--- config.mk ---
export PLATFORM = sky130hd
export DESIGN_NAME = mem_port_arbiter_flat
export DESIGN_NICKNAME = d
export VERILOG_FILES = /design/src/rtl/cpu_pkg.sv /design/src/rtl/mem_port_arbiter_if.sv /design/src/rtl/arb_starve_ctr.sv /design/src/rtl/mem_port_arbiter.sv /design/src/flat_wrapper.sv
export SDC_FILE = /design/constraint.sdc
export NUM_CORES = 1
export LEC_CHECK = 0
export ABC_CLOCK_PERIOD_IN_PS = 1400
export BUFFER_PORTS_ARGS = -buffer_cell sky130_fd_sc_hd__buf_4
export CORE_MARGIN = 2
export CORE_UTILIZATION = 28
export CTS_CLUSTER_DIAMETER = 50
export DETAILED_ROUTE_END_ITERATION = 6
export GPL_TIMING_DRIVEN = 0
export PLACE_DENSITY = 0.78
export SLEW_MARGIN = 20
export SYNTH_ARGS = -nofsm -noshare
export SYNTH_HDL_FRONTEND = slang
export SYNTH_SLANG_ARGS = --single-unit
--- constraint.sdc ---
create_clock -name clk -period 1.4 [get_ports clk]
set_input_delay 0 -clock clk [delete_from_list [all_inputs] [get_ports clk]]
set_output_delay 0 -clock clk [all_outputs]
set_load 0.02 [all_outputs]
--- src/rtl/cpu_pkg.sv ---
// Shared CPU definitions: memory-port owner encoding and arbiter defaults.
package cpu_pkg;
  typedef enum logic [1:0] {
    OWN_NONE = 2'b00,
    OWN_IF   = 2'b01,
    OWN_D    = 2'b10
  } owner_e;

  localparam int STARVE_MAX_DEF = 4;
endpackage

--- src/rtl/mem_port_arbiter_if.sv ---
// Bundle of fetch, data and memory-port signals around the shared port arbiter.
interface mem_port_arbiter_if #(
  parameter int ADDR_W = 16,
  parameter int DATA_W = 16
);
  logic              flush;
  logic              if_req;
  logic [ADDR_W-1:0] if_addr;
  logic              if_gnt;
  logic              if_rvalid;
  logic [DATA_W-1:0] if_rdata;
  logic              d_req;
  logic              d_we;
  logic [ADDR_W-1:0] d_addr;
  logic [DATA_W-1:0] d_wdata;
  logic              d_gnt;
  logic              d_rvalid;
  logic [DATA_W-1:0] d_rdata;
  logic              mem_en;
  logic              mem_we;
  logic [ADDR_W-1:0] mem_addr;
  logic [DATA_W-1:0] mem_wdata;
  logic [DATA_W-1:0] mem_rdata;

  // Arbiter side.
  modport slave (
    input  flush, if_req, if_addr, d_req, d_we, d_addr, d_wdata, mem_rdata,
    output if_gnt, if_rvalid, if_rdata, d_gnt, d_rvalid, d_rdata,
           mem_en, mem_we, mem_addr, mem_wdata
  );

  // Requesters plus memory side.
  modport master (
    output flush, if_req, if_addr, d_req, d_we, d_addr, d_wdata, mem_rdata,
    input  if_gnt, if_rvalid, if_rdata, d_gnt, d_rvalid, d_rdata,
           mem_en, mem_we, mem_addr, mem_wdata
  );
endinterface

--- src/rtl/arb_starve_ctr.sv ---
// Saturating count of consecutive denied fetch cycles; sat flags the override point.
module arb_starve_ctr #(
  parameter int MAX = 4,
  localparam int W = (MAX < 1) ? 1 : $clog2(MAX + 1)
) (
  input  logic clk,
  input  logic rst_n,
  input  logic inc,
  input  logic clr,
  output logic sat
);
  logic [W-1:0] cnt_q;

  assign sat = (cnt_q == W'(MAX));

  always_ff @(posedge clk or negedge rst_n) begin
    if (!rst_n)          cnt_q <= '0;
    else if (clr)        cnt_q <= '0;
    else if (inc && !sat) cnt_q <= cnt_q + W'(1);
  end
endmodule

--- src/rtl/mem_port_arbiter.sv ---
// Shares one sync-read memory port between fetch and load/store; data has priority
// except when fetch has been starved STARVE_MAX cycles in a row.
module mem_port_arbiter
  import cpu_pkg::*;
#(
  parameter int ADDR_W     = 16,
  parameter int DATA_W     = 16,
  parameter int STARVE_MAX = STARVE_MAX_DEF
) (
  input  logic clk,
  input  logic rst_n,
  mem_port_arbiter_if.slave bus
);
  logic              sat;
  logic              fetch_wins;
  logic              d_win;
  logic [ADDR_W-1:0] addr_d;
  logic [DATA_W-1:0] wdata_d;
  owner_e            owner_q, owner_d;
  logic              kill_q;

  assign fetch_wins = bus.if_req & (~bus.d_req | sat);
  assign d_win      = bus.d_req & ~fetch_wins;
  assign bus.if_gnt = fetch_wins;
  assign bus.d_gnt  = d_win;

  arb_starve_ctr #(.MAX(STARVE_MAX)) u_starve (
    .clk   (clk),
    .rst_n (rst_n),
    .inc   (bus.if_req & ~fetch_wins),
    .clr   (fetch_wins | ~bus.if_req),
    .sat   (sat)
  );

  // Idle port drives zeros so the address bus does not toggle on no-op cycles.
  always_comb begin
    addr_d      = '0;
    wdata_d     = '0;
    bus.mem_en  = 1'b0;
    bus.mem_we  = 1'b0;
    if (d_win) begin
      bus.mem_en = 1'b1;
      bus.mem_we = bus.d_we;
      addr_d     = bus.d_addr;
      wdata_d    = bus.d_wdata;
    end else if (fetch_wins) begin
      bus.mem_en = 1'b1;
      addr_d     = bus.if_addr;
    end
  end
  assign bus.mem_addr  = addr_d;
  assign bus.mem_wdata = wdata_d;

  always_comb begin
    owner_d = OWN_NONE;
    if (fetch_wins)             owner_d = OWN_IF;
    else if (d_win && !bus.d_we) owner_d = OWN_D;
  end

  always_ff @(posedge clk or negedge rst_n) begin
    if (!rst_n) begin
      owner_q <= OWN_NONE;
      kill_q  <= 1'b0;
    end else begin
      owner_q <= owner_d;
      kill_q  <= fetch_wins & bus.flush;
    end
  end

  // A flush in either the issue or the response cycle kills the fetch; loads are immune.
  assign bus.if_rvalid = (owner_q == OWN_IF) & ~kill_q & ~bus.flush;
  assign bus.d_rvalid  = (owner_q == OWN_D);
  assign bus.if_rdata  = bus.mem_rdata;
  assign bus.d_rdata   = bus.mem_rdata;
endmodule

--- src/flat_wrapper.sv ---
// flat-port wrapper written by rule: the top's interface ports become plain ports
module mem_port_arbiter_flat import cpu_pkg::*;
#(
  parameter int ADDR_W     = 16,
  parameter int DATA_W     = 16,
  parameter int STARVE_MAX = STARVE_MAX_DEF
)
  (clk, rst_n, bus_flush, bus_if_req, bus_if_addr, bus_d_req, bus_d_we, bus_d_addr, bus_d_wdata, bus_mem_rdata, bus_if_gnt, bus_if_rvalid, bus_if_rdata, bus_d_gnt, bus_d_rvalid, bus_d_rdata, bus_mem_en, bus_mem_we, bus_mem_addr, bus_mem_wdata);
  mem_port_arbiter_if #(.ADDR_W(ADDR_W), .DATA_W(DATA_W)) bus_i ();
  input  logic clk;
  input  logic rst_n;
  input wire logic [$bits(bus_i.flush)-1:0] bus_flush;
  input wire logic [$bits(bus_i.if_req)-1:0] bus_if_req;
  input wire logic [$bits(bus_i.if_addr)-1:0] bus_if_addr;
  input wire logic [$bits(bus_i.d_req)-1:0] bus_d_req;
  input wire logic [$bits(bus_i.d_we)-1:0] bus_d_we;
  input wire logic [$bits(bus_i.d_addr)-1:0] bus_d_addr;
  input wire logic [$bits(bus_i.d_wdata)-1:0] bus_d_wdata;
  input wire logic [$bits(bus_i.mem_rdata)-1:0] bus_mem_rdata;
  output wire logic [$bits(bus_i.if_gnt)-1:0] bus_if_gnt;
  output wire logic [$bits(bus_i.if_rvalid)-1:0] bus_if_rvalid;
  output wire logic [$bits(bus_i.if_rdata)-1:0] bus_if_rdata;
  output wire logic [$bits(bus_i.d_gnt)-1:0] bus_d_gnt;
  output wire logic [$bits(bus_i.d_rvalid)-1:0] bus_d_rvalid;
  output wire logic [$bits(bus_i.d_rdata)-1:0] bus_d_rdata;
  output wire logic [$bits(bus_i.mem_en)-1:0] bus_mem_en;
  output wire logic [$bits(bus_i.mem_we)-1:0] bus_mem_we;
  output wire logic [$bits(bus_i.mem_addr)-1:0] bus_mem_addr;
  output wire logic [$bits(bus_i.mem_wdata)-1:0] bus_mem_wdata;
  assign bus_i.flush = bus_flush;
  assign bus_i.if_req = bus_if_req;
  assign bus_i.if_addr = bus_if_addr;
  assign bus_i.d_req = bus_d_req;
  assign bus_i.d_we = bus_d_we;
  assign bus_i.d_addr = bus_d_addr;
  assign bus_i.d_wdata = bus_d_wdata;
  assign bus_i.mem_rdata = bus_mem_rdata;
  assign bus_if_gnt = bus_i.if_gnt;
  assign bus_if_rvalid = bus_i.if_rvalid;
  assign bus_if_rdata = bus_i.if_rdata;
  assign bus_d_gnt = bus_i.d_gnt;
  assign bus_d_rvalid = bus_i.d_rvalid;
  assign bus_d_rdata = bus_i.d_rdata;
  assign bus_mem_en = bus_i.mem_en;
  assign bus_mem_we = bus_i.mem_we;
  assign bus_mem_addr = bus_i.mem_addr;
  assign bus_mem_wdata = bus_i.mem_wdata;
  mem_port_arbiter #(.ADDR_W(ADDR_W), .DATA_W(DATA_W), .STARVE_MAX(STARVE_MAX)) u_core (.clk(clk), .rst_n(rst_n), .bus(bus_i));
endmodule
Yosys cells after proc, flatten, opt, wreduce, memory -nomap -nowiden
Index checks and enable logic that the tools add are counted.

cells by class
  reduce and logical (&&, ||, !) cells = 5
  add/subtract/negate cells = 1
  eq/ne operators = 3
  multiplexer cells = 10
  bitwise logic cells = 13

operator list
  operator                                        count
  2-to-1 mux 16 bit                               3
  AND 1 bit                                       6
  2-to-1 mux 3 bit                                2
  inverter 1 bit                                  5
  2-to-1 mux 2 bit                                2
  adder 3 x 1 -> 3 bit (second input constant)    1
  == test 3 bit (second input constant)           1
  2-to-1 mux 1 bit                                3
  == test 2 x 1 -> 1 bit (second input constant)  1
  == test 2 bit (second input constant)           1
  logical AND 1 bit                               2
  logical NOT 1 bit                               2
  OR 1 bit                                        2
  nonzero test 2 bit                              1

word-level totals
  word-level logic and storage cells = 35
  output and inout bits = 70
  bits of input ports = 70
  bits in registers = 6

Logic depth before layout (Yosys ltp)
Gate-level depths: netlist (run 1).

  depth after elaboration = 8
  depth in mapped cells = 6
  gate-level depth less buffers = 4

By module
Synthesis (run 1) repeated with hierarchy kept, for this count alone.

second synthesis, totals
  cell total of the unflattened synthesis = 104
  area, all modules = 913.4 sq um

modules (own cells, without submodules)
  module            cells each  sequential area each (sq um)  area an instance (sq um)  instances
  mem_port_arbiter  86          75.1                          720.7                     1
  arb_starve_ctr    18          75.1                          192.7                     1

Least setup slack after synthesis (run 1)
OpenSTA, ideal clock, no wires.

  path type = reg-to-output
  start = register u_core.u_starve.cnt_q[0]
  end = output port bus_mem_addr[10]
  data required time = 1400 ps
  buffers on the path = 2
  cell stages (with the launch flop) = 7
  path slack = 52 ps
  data arrival time = 1348 ps
  path through = dfrtp_1 -> inv_1 -> ha_1 -> and3_1 -> buf_6 -> buf_8 -> o22ai_2

between the ends
  word-level cells in the longest chain between the ends = 6
  elaborated cells on any way between the ends = 7
  classes of those cells = 1 x eq/ne; 2 x mux; 4 x bitwise

RTL lines
  what                    RTL line                RTL
  from (decl)             arb_starve_ctr.sv:12    logic [W-1:0] cnt_q;
  from (signal assigned)  arb_starve_ctr.sv:19    else if (inc && !sat) cnt_q <= cnt_q + W'(1);
  == test 3 bit *         arb_starve_ctr.sv:14    assign sat = (cnt_q == W'(MAX));
  OR 1 bit *              mem_port_arbiter.sv:22  assign fetch_wins = bus.if_req & (~bus.d_req | sat);
  AND 1 bit *             mem_port_arbiter.sv:22
  inverter 1 bit          mem_port_arbiter.sv:23  assign d_win = bus.d_req & ~fetch_wins;
  AND 1 bit               mem_port_arbiter.sv:23
  2-to-1 mux 16 bit *     mem_port_arbiter.sv:41  if (d_win) begin
  to (decl)               flat_wrapper.sv:28      output wire logic [$bits(bus_i.mem_addr)-1:0] bus_mem_addr;

Every way passes the cells marked *; elsewhere a longest branch is shown, timed or not.

Worst setup path after layout (run 1)
  start = register u_core.u_starve.cnt_q[0]
  end = output port bus_mem_addr[9]

The elaborated chain is that of the path after synthesis.

==> impl_metrics.tcl, run 1 <==
set metrics [dict create \
    status "finished, violations left" \
    violations "setup timing" \
    arrival_ps 1540 \
    syn_avg_cell_area_sq_um 7.44 \
    r2r-end "u_core.kill_q" \
    min_to "u_core.kill_q" \
    num-fill-cells 249 \
    cp.required_ps 1400 \
    fin_nets 342 \
    power.density_nw_per_um2 460 \
    grt_pass1_wl_um 6000 \
    timing.setup.tns_ps -2980 \
    ir_drop_uv 240 \
    wl_per_cell_um 13.6 \
    hp-start "bus_flush" \
    max_slew_margin 0.687 \
    synthesis.area_sq_um 997 \
    slowest_stage "dfrtp_1" \
    drv_slew 0 \
    final.setup.worst_slack_ps -141 \
    cp_cell_sequence "inv_2 > ha_4 > and3_4 > clkbuf_16 > o22ai_4 > buf_6" \
    place_area_sq_um 1980 \
    cpPeakStageDelay_ps 390 \
    routabilityCongestion 0.798 \
    postRouteWirelength_um 4270 \
    synthCells 134 \
    grt_max_degree 11 \
    crit_fanout 5 \
    core_area_sq_um 3390 \
    syn_nets 206 \
    ios 140 \
    holdPathStages 2 \
    dieWidth_um 63.7 \
    min_period_ps 1540 \
    setup_viol 35 \
    hold_viol_final 0 \
    power_w 0.00115 \
    ant_nets 0 \
    fin_area_sq_um 2510 \
    clock_skew_ps 3.28 \
    vias 1412 \
    groute.usage.overall 0.182 \
    place.port_buffers 123 \
    reg2reg_slack_ps 50 \
    ys_ff_latch 6 \
    final_util 0.740 \
    synth.distinct_cells 26 \
    start_kind "flop" \
    drt_iter0_markers 40 \
    yosysSeqAreaShare 0.151 \
    die_y_um 63.7 \
    first_global_vias 1416 \
    cts.sinks 6 \
    num_rows 21 \
    initial_core_util 0.294 \
    rsz0062_at_grt "yes" \
    final_common_cell "buf_4" \
    numCtsBuffers 3 \
    r2r_cells 5 \
    worstSetupEndpointType "output pin" \
    reg2reg_from "u_core.u_starve.cnt_q[0]" \
    yosysWarnings 0 \
    cts-root-buf "clkbuf_4" \
    diodes 0 \
    p_leak_nw 1.25 \
    hpwlAfterDp_um 3010 \
    critical_path_class "flop to output pin" \
    drc 0 \
    die_area_sq_um 4050 \
    hold_path.class "primary input to flop" \
    cts_max_level 1 \
    via_per_inst 4.50 \
    grt_overflow 0 \
    antenna_found_initial 0 \
    clockBufferDepth 2 \
    final_layout_size_suffix_gt1_frac 0.791 \
    mostFrequentLayoutCells "buf_4, nand2_1, buf_6" \
    clock.fmax_mhz 649 \
    synthToLayoutAreaGrowth_pct 152 \
    clock_latency_ps 240 \
    cts_tree "built" \
    clkTransAtPathRegs_ps 40 \
    period_share 1.10 \
    max_cap_viol_count 0 \
    post-place-ws_ps -201 \
    tightest_slew_ps 470 \
    dr.pass1.iters 4 \
]
metrics by stage:
stage	std cells	hold slack [ps]
detailed placement	303	-190
floorplan	134	-296
global route	314	25.0
CTS	312	8.44
global placement	303	-193
finish	314	20.3
critical path, delay by kind of cell, from the launching register on:
family	cells	cell delay, ps
fa+ha+maj	1	180
simple gates	1	260
compound gates	1	70
flops	1	390
buf+inv	3	390
synth_stat cells (all sizes together):
master | instances | area share
buf | 38 | 0.29
nand2 | 34 | 0.13
and3 | 18 | 0.11
o22ai | 16 | 0.16
dfrtp | 6 | 0.15
clkbuf | 4 | 0.015
ha | 2 | 0.025
inv | 2 | 0.0075
nor3b | 2 | 0.020
a21boi | 1 | 0.011
a21oi | 1 | 0.0050
and2 | 1 | 0.0063
and2b | 1 | 0.0075
and3b | 1 | 0.0088
and4 | 1 | 0.0088
nand2b | 1 | 0.0063
nand3 | 1 | 0.010
nor2b | 1 | 0.0063
nor4b | 1 | 0.0088
or2 | 1 | 0.0063
or3b | 1 | 0.0088
power by group:
group          switching (W)  total, W  leakage, nW  internal [W]
Sequential        0.00000381  0.000185       0.0800      0.000181
Clock              0.0000581  0.000155       0.0138     0.0000967
Combinational       0.000355  0.000815         1.16      0.000460
Total               0.000417   0.00115         1.25      0.000737
logic make-up after synthesis:
kind of cell / after synthesis / share of synthesized area
AND/OR/NAND/NOR: 64 / 0.339
AO/OA/AOI/OAI: 18 / 0.173
flip-flops: 6 / 0.151
buffers and inverters: 44 / 0.312
adder cells (fa/ha/maj): 2 / 0.0251
flip-flops by register name, summed over array words and instances, names as in the netlist:
name and flops:
u_core.u_starve.cnt_q 3, u_core.owner_q 2, u_core.kill_q 1
layer usage:
metal / vias up / wire, um / track usage
li1: 692 / - / -
met1: 646 / 1480 / 0.177
met5: - / 0 / 0
met2: 72 / 2370 / 0.367
met3: 2 / 387 / 0.0536
met4: 0 / 31 / 0.0408
cell type report:
cell class	count	area, sq um	share of cell area
Buffer	41	317	0.126
Clock buffer	3	22.5	0.00897
Inverter	2	7.51	0.00299
Multi-Input combinational cell	84	786	0.313
Sequential cell	6	150	0.0598
Tap cell	46	57.6	0.0229
Timing Repair Buffer	132	1170	0.466
timing repair:
item | 4_1_cts | 5_1_grt
hold buffers | 2 | 0
endpoints found under the hold margin | 7 | 0
gates resized for setup | 63 | 23
gates cloned | 1 | 1
setup buffers | 3 | 2
endpoints found under the setup margin | 38 | 35
pin swaps | 17 | 16
worst max-delay path by stage:
stage                             startpoint               end  slack (ps)
finish              u_core.u_starve.cnt_q[0]   bus_mem_addr[9]        -140
global route        u_core.u_starve.cnt_q[0]   bus_mem_addr[4]        -210
CTS                 u_core.u_starve.cnt_q[0]  bus_mem_addr[10]        -210
detailed placement  u_core.u_starve.cnt_q[0]   bus_mem_addr[5]        -200
global placement    u_core.u_starve.cnt_q[0]   bus_mem_addr[5]        -190
floorplan           u_core.u_starve.cnt_q[0]  bus_mem_addr[10]          50
Note: power is estimated with default switching activity, not from simulation.
==> inputs of run 2 (changes only) <==
--- a/config.mk
+++ b/config.mk
@@ -8,12 +8,14 @@
 export ABC_CLOCK_PERIOD_IN_PS = 1400
 export BUFFER_PORTS_ARGS = -buffer_cell sky130_fd_sc_hd__buf_4
 export CORE_MARGIN = 2
-export CORE_UTILIZATION = 28
+export CORE_UTILIZATION = 26
 export CTS_CLUSTER_DIAMETER = 50
 export DETAILED_ROUTE_END_ITERATION = 6
 export GPL_TIMING_DRIVEN = 0
-export PLACE_DENSITY = 0.78
+export PLACE_DENSITY = 0.76
+export SKIP_CTS_REPAIR_TIMING = 1
 export SLEW_MARGIN = 20
 export SYNTH_ARGS = -nofsm -noshare
 export SYNTH_HDL_FRONTEND = slang
+export SYNTH_HIERARCHICAL = 1
 export SYNTH_SLANG_ARGS = --single-unit
==> impl_metrics.tcl, run 2 <==
set metrics [dict create \
    synthTopCellsByCount "buf_4, and2_1, a32o_1, dfrtp_1" \
    power.density_nw_per_um2 491 \
    fin_hold_ws_ps 41.0 \
    async_flop_share 1.00 \
    synthToLayoutAreaGrowth_pct 148 \
    crit_fanout 6 \
    numCtsBuffers 3 \
    ios 140 \
    hold_path.class "primary input to flop" \
    fin_nets 315 \
    synth_top_area_share 0.271 \
    rsz0062_at_grt "yes" \
    drc 0 \
    r2r_cells 7 \
    place.port_buffers 123 \
    diodes 0 \
    clkTransAtPathRegs_ps 50 \
    dr.pass1.iters 4 \
    syn_avg_cell_area_sq_um 8.78 \
    num_rows 21 \
    wl_per_cell_um 14.4 \
    cts_tree "built" \
    routabilityCongestion 0.783 \
    ant_nets 0 \
    hold_viol_final 0 \
    largest_register_ffs 3 \
    period_share 1.29 \
    grt_max_degree 11 \
    die_area_sq_um 4000 \
    grt_pass1_wl_um 5110 \
    reg_top3 "u_core/u_starve/cnt_q x3, u_core/owner_q x2, u_core/kill_q x1" \
    hpwlAfterDp_um 3110 \
    mostFrequentLayoutCells "buf_4, buf_6, and2_4" \
    final.setup.worst_slack_ps -412 \
    synthesis.area_sq_um 913 \
    max_slew_margin 0.723 \
    clock_skew_ps 4.04 \
    cp.required_ps 1400 \
    synth_area_leaders "buf_4, a32o_1, dfrtp_1" \
    ir_drop_uv 283 \
    p_leak_nw 1.25 \
    tightest_slew_ps 416 \
    r2r-end "u_core/u_starve/cnt_q[0]" \
    vias 1273 \
    min_period_ps 1810 \
    drt_iter0_markers 37 \
    ys_ff_latch 6 \
    synthCells 104 \
    yosysSeqAreaShare 0.164 \
    final_layout_size_suffix_gt1_frac 0.896 \
    yosysWarnings 6 \
    antenna_found_initial 0 \
    status "finished, violations left" \
    clockBufferDepth 2 \
    synth-main-ff-cell "dfrtp_1" \
    syn_nets 176 \
    final_common_cell "buf_4" \
    arrival_ps 1810 \
    cts.sinks 6 \
    synth_top_area_cell "buf_4" \
    synth_most_common_cell "buf_4" \
    die_y_um 63.3 \
    initial_core_util 0.272 \
    cts-root-buf "clkbuf_4" \
    max_cap_viol_count 0 \
    synth-edff-count 0 \
    start_kind "flop" \
    min_to "u_core/kill_q" \
    reg2reg_from "u_core/u_starve/cnt_q[0]" \
    reg2reg_slack_ps -370 \
    violations "setup timing" \
    holdPathStages 2 \
    clock.fmax_mhz 552 \
    critical_path_class "flop to output pin" \
    postRouteWirelength_um 4130 \
    synth.distinct_cells 27 \
    groute.usage.overall 0.160 \
    drv_slew 0 \
    timing.setup.tns_ps -14110 \
    via_per_inst 4.44 \
    dieWidth_um 63.3 \
    core_area_sq_um 3360 \
    cts_max_level 1 \
    worstSetupEndpointType "output pin" \
    clock_latency_ps 250 \
    hp-start "bus_flush" \
    first_global_vias 1120 \
    grt_overflow 0 \
    setup_viol 41 \
    top_register "u_core/u_starve/cnt_q" \
]
-- run 2: cell count changes after synthesis, moves of 2 or more --
cell	before	now
nor2b_1	1	3
o22ai_1	7	0
nand2_1	34	1
clkbuf_1	4	1
and2_1	1	19
nand2b_1	1	3
a32o_1	0	16
and3_1	18	0
o22ai_2	9	0
-- run 2: metal layers --
| metal | global-route usage | vias up | wire (um) |
|---|---|---|---|
| met5 | 0 | - | 0 |
| met4 | 0.0543 | 0 | 14 |
| met3 | 0.0643 | 2 | 475 |
| met2 | 0.293 | 80 | 2260 |
| met1 | 0.164 | 586 | 1390 |
| li1 | - | 605 | - |
-- run 2: report_power, final --
group          internal [W]  total [W]  leakage (nW)  switching [W]
combinational      0.000451   0.000769          1.16       0.000318
clock             0.0000971   0.000162        0.0138      0.0000650
sequential         0.000179   0.000182        0.0808     0.00000311
-- run 2: cell families after synthesis --
group                    count (synthesis)  share of synthesized area
adder cells (fa/ha/maj)                  2                     0.0274
multiplexers                             2                     0.0274
AO/OA/AOI/OAI                           19                      0.214
buffers and inverters                   41                      0.329
flip-flops                               6                      0.164
AND/OR/NAND/NOR                         34                      0.238
-- run 2: worst max-delay path, cell delays in order (launching register included) --
cell,delay [ps]
dfrtp_1,390
inv_2,60
ha_4,170
and2_4,170
a21boi_4,270
buf_6,150
buf_6,100
and2_1,120
buf_4,130
-- run 2: metrics by stage --
stage / instance area (sq um) / cells / worst slack [ps] / power, W / utilization
after floorplan: 952 / 104 / -288 / 0.000527 / -
after detailed placement: 1930 / 273 / -358 / 0.000837 / 0.575
after CTS: 1960 / 276 / -490 / 0.00101 / 0.581
final: 2270 / 287 / -412 / 0.00111 / 0.675
after global placement: 1930 / 273 / -351 / 0.000832 / 0.575
after global routing: 2270 / 287 / -469 / 0.00117 / 0.675
-- run 2: worst max path at each step --
stage / start / depth (start not counted) / end / slack [ps]
after global placement: u_core/u_starve/cnt_q[1] / 7 / u_core/u_starve/cnt_q[0] / -350
after floorplan: u_core/u_starve/cnt_q[0] / 7 / u_core/u_starve/cnt_q[0] / -290
after global routing: u_core/u_starve/cnt_q[0] / 8 / bus_mem_wdata[5] / -470
after detailed placement: u_core/u_starve/cnt_q[0] / 7 / u_core/u_starve/cnt_q[0] / -360
final: u_core/u_starve/cnt_q[0] / 8 / bus_mem_wdata[5] / -410
after CTS: u_core/u_starve/cnt_q[0] / 8 / bus_mem_addr[9] / -490
-- run 2: area by class of cell --
type	count	area (sq um)
plain buffers	39	305
clock buffers	3	22.5
fillers	274	1090
inverters	2	7.51
multi-input cells	57	557
flip-flops and latches	6	150
well taps	46	57.6
repair buffers	134	1170
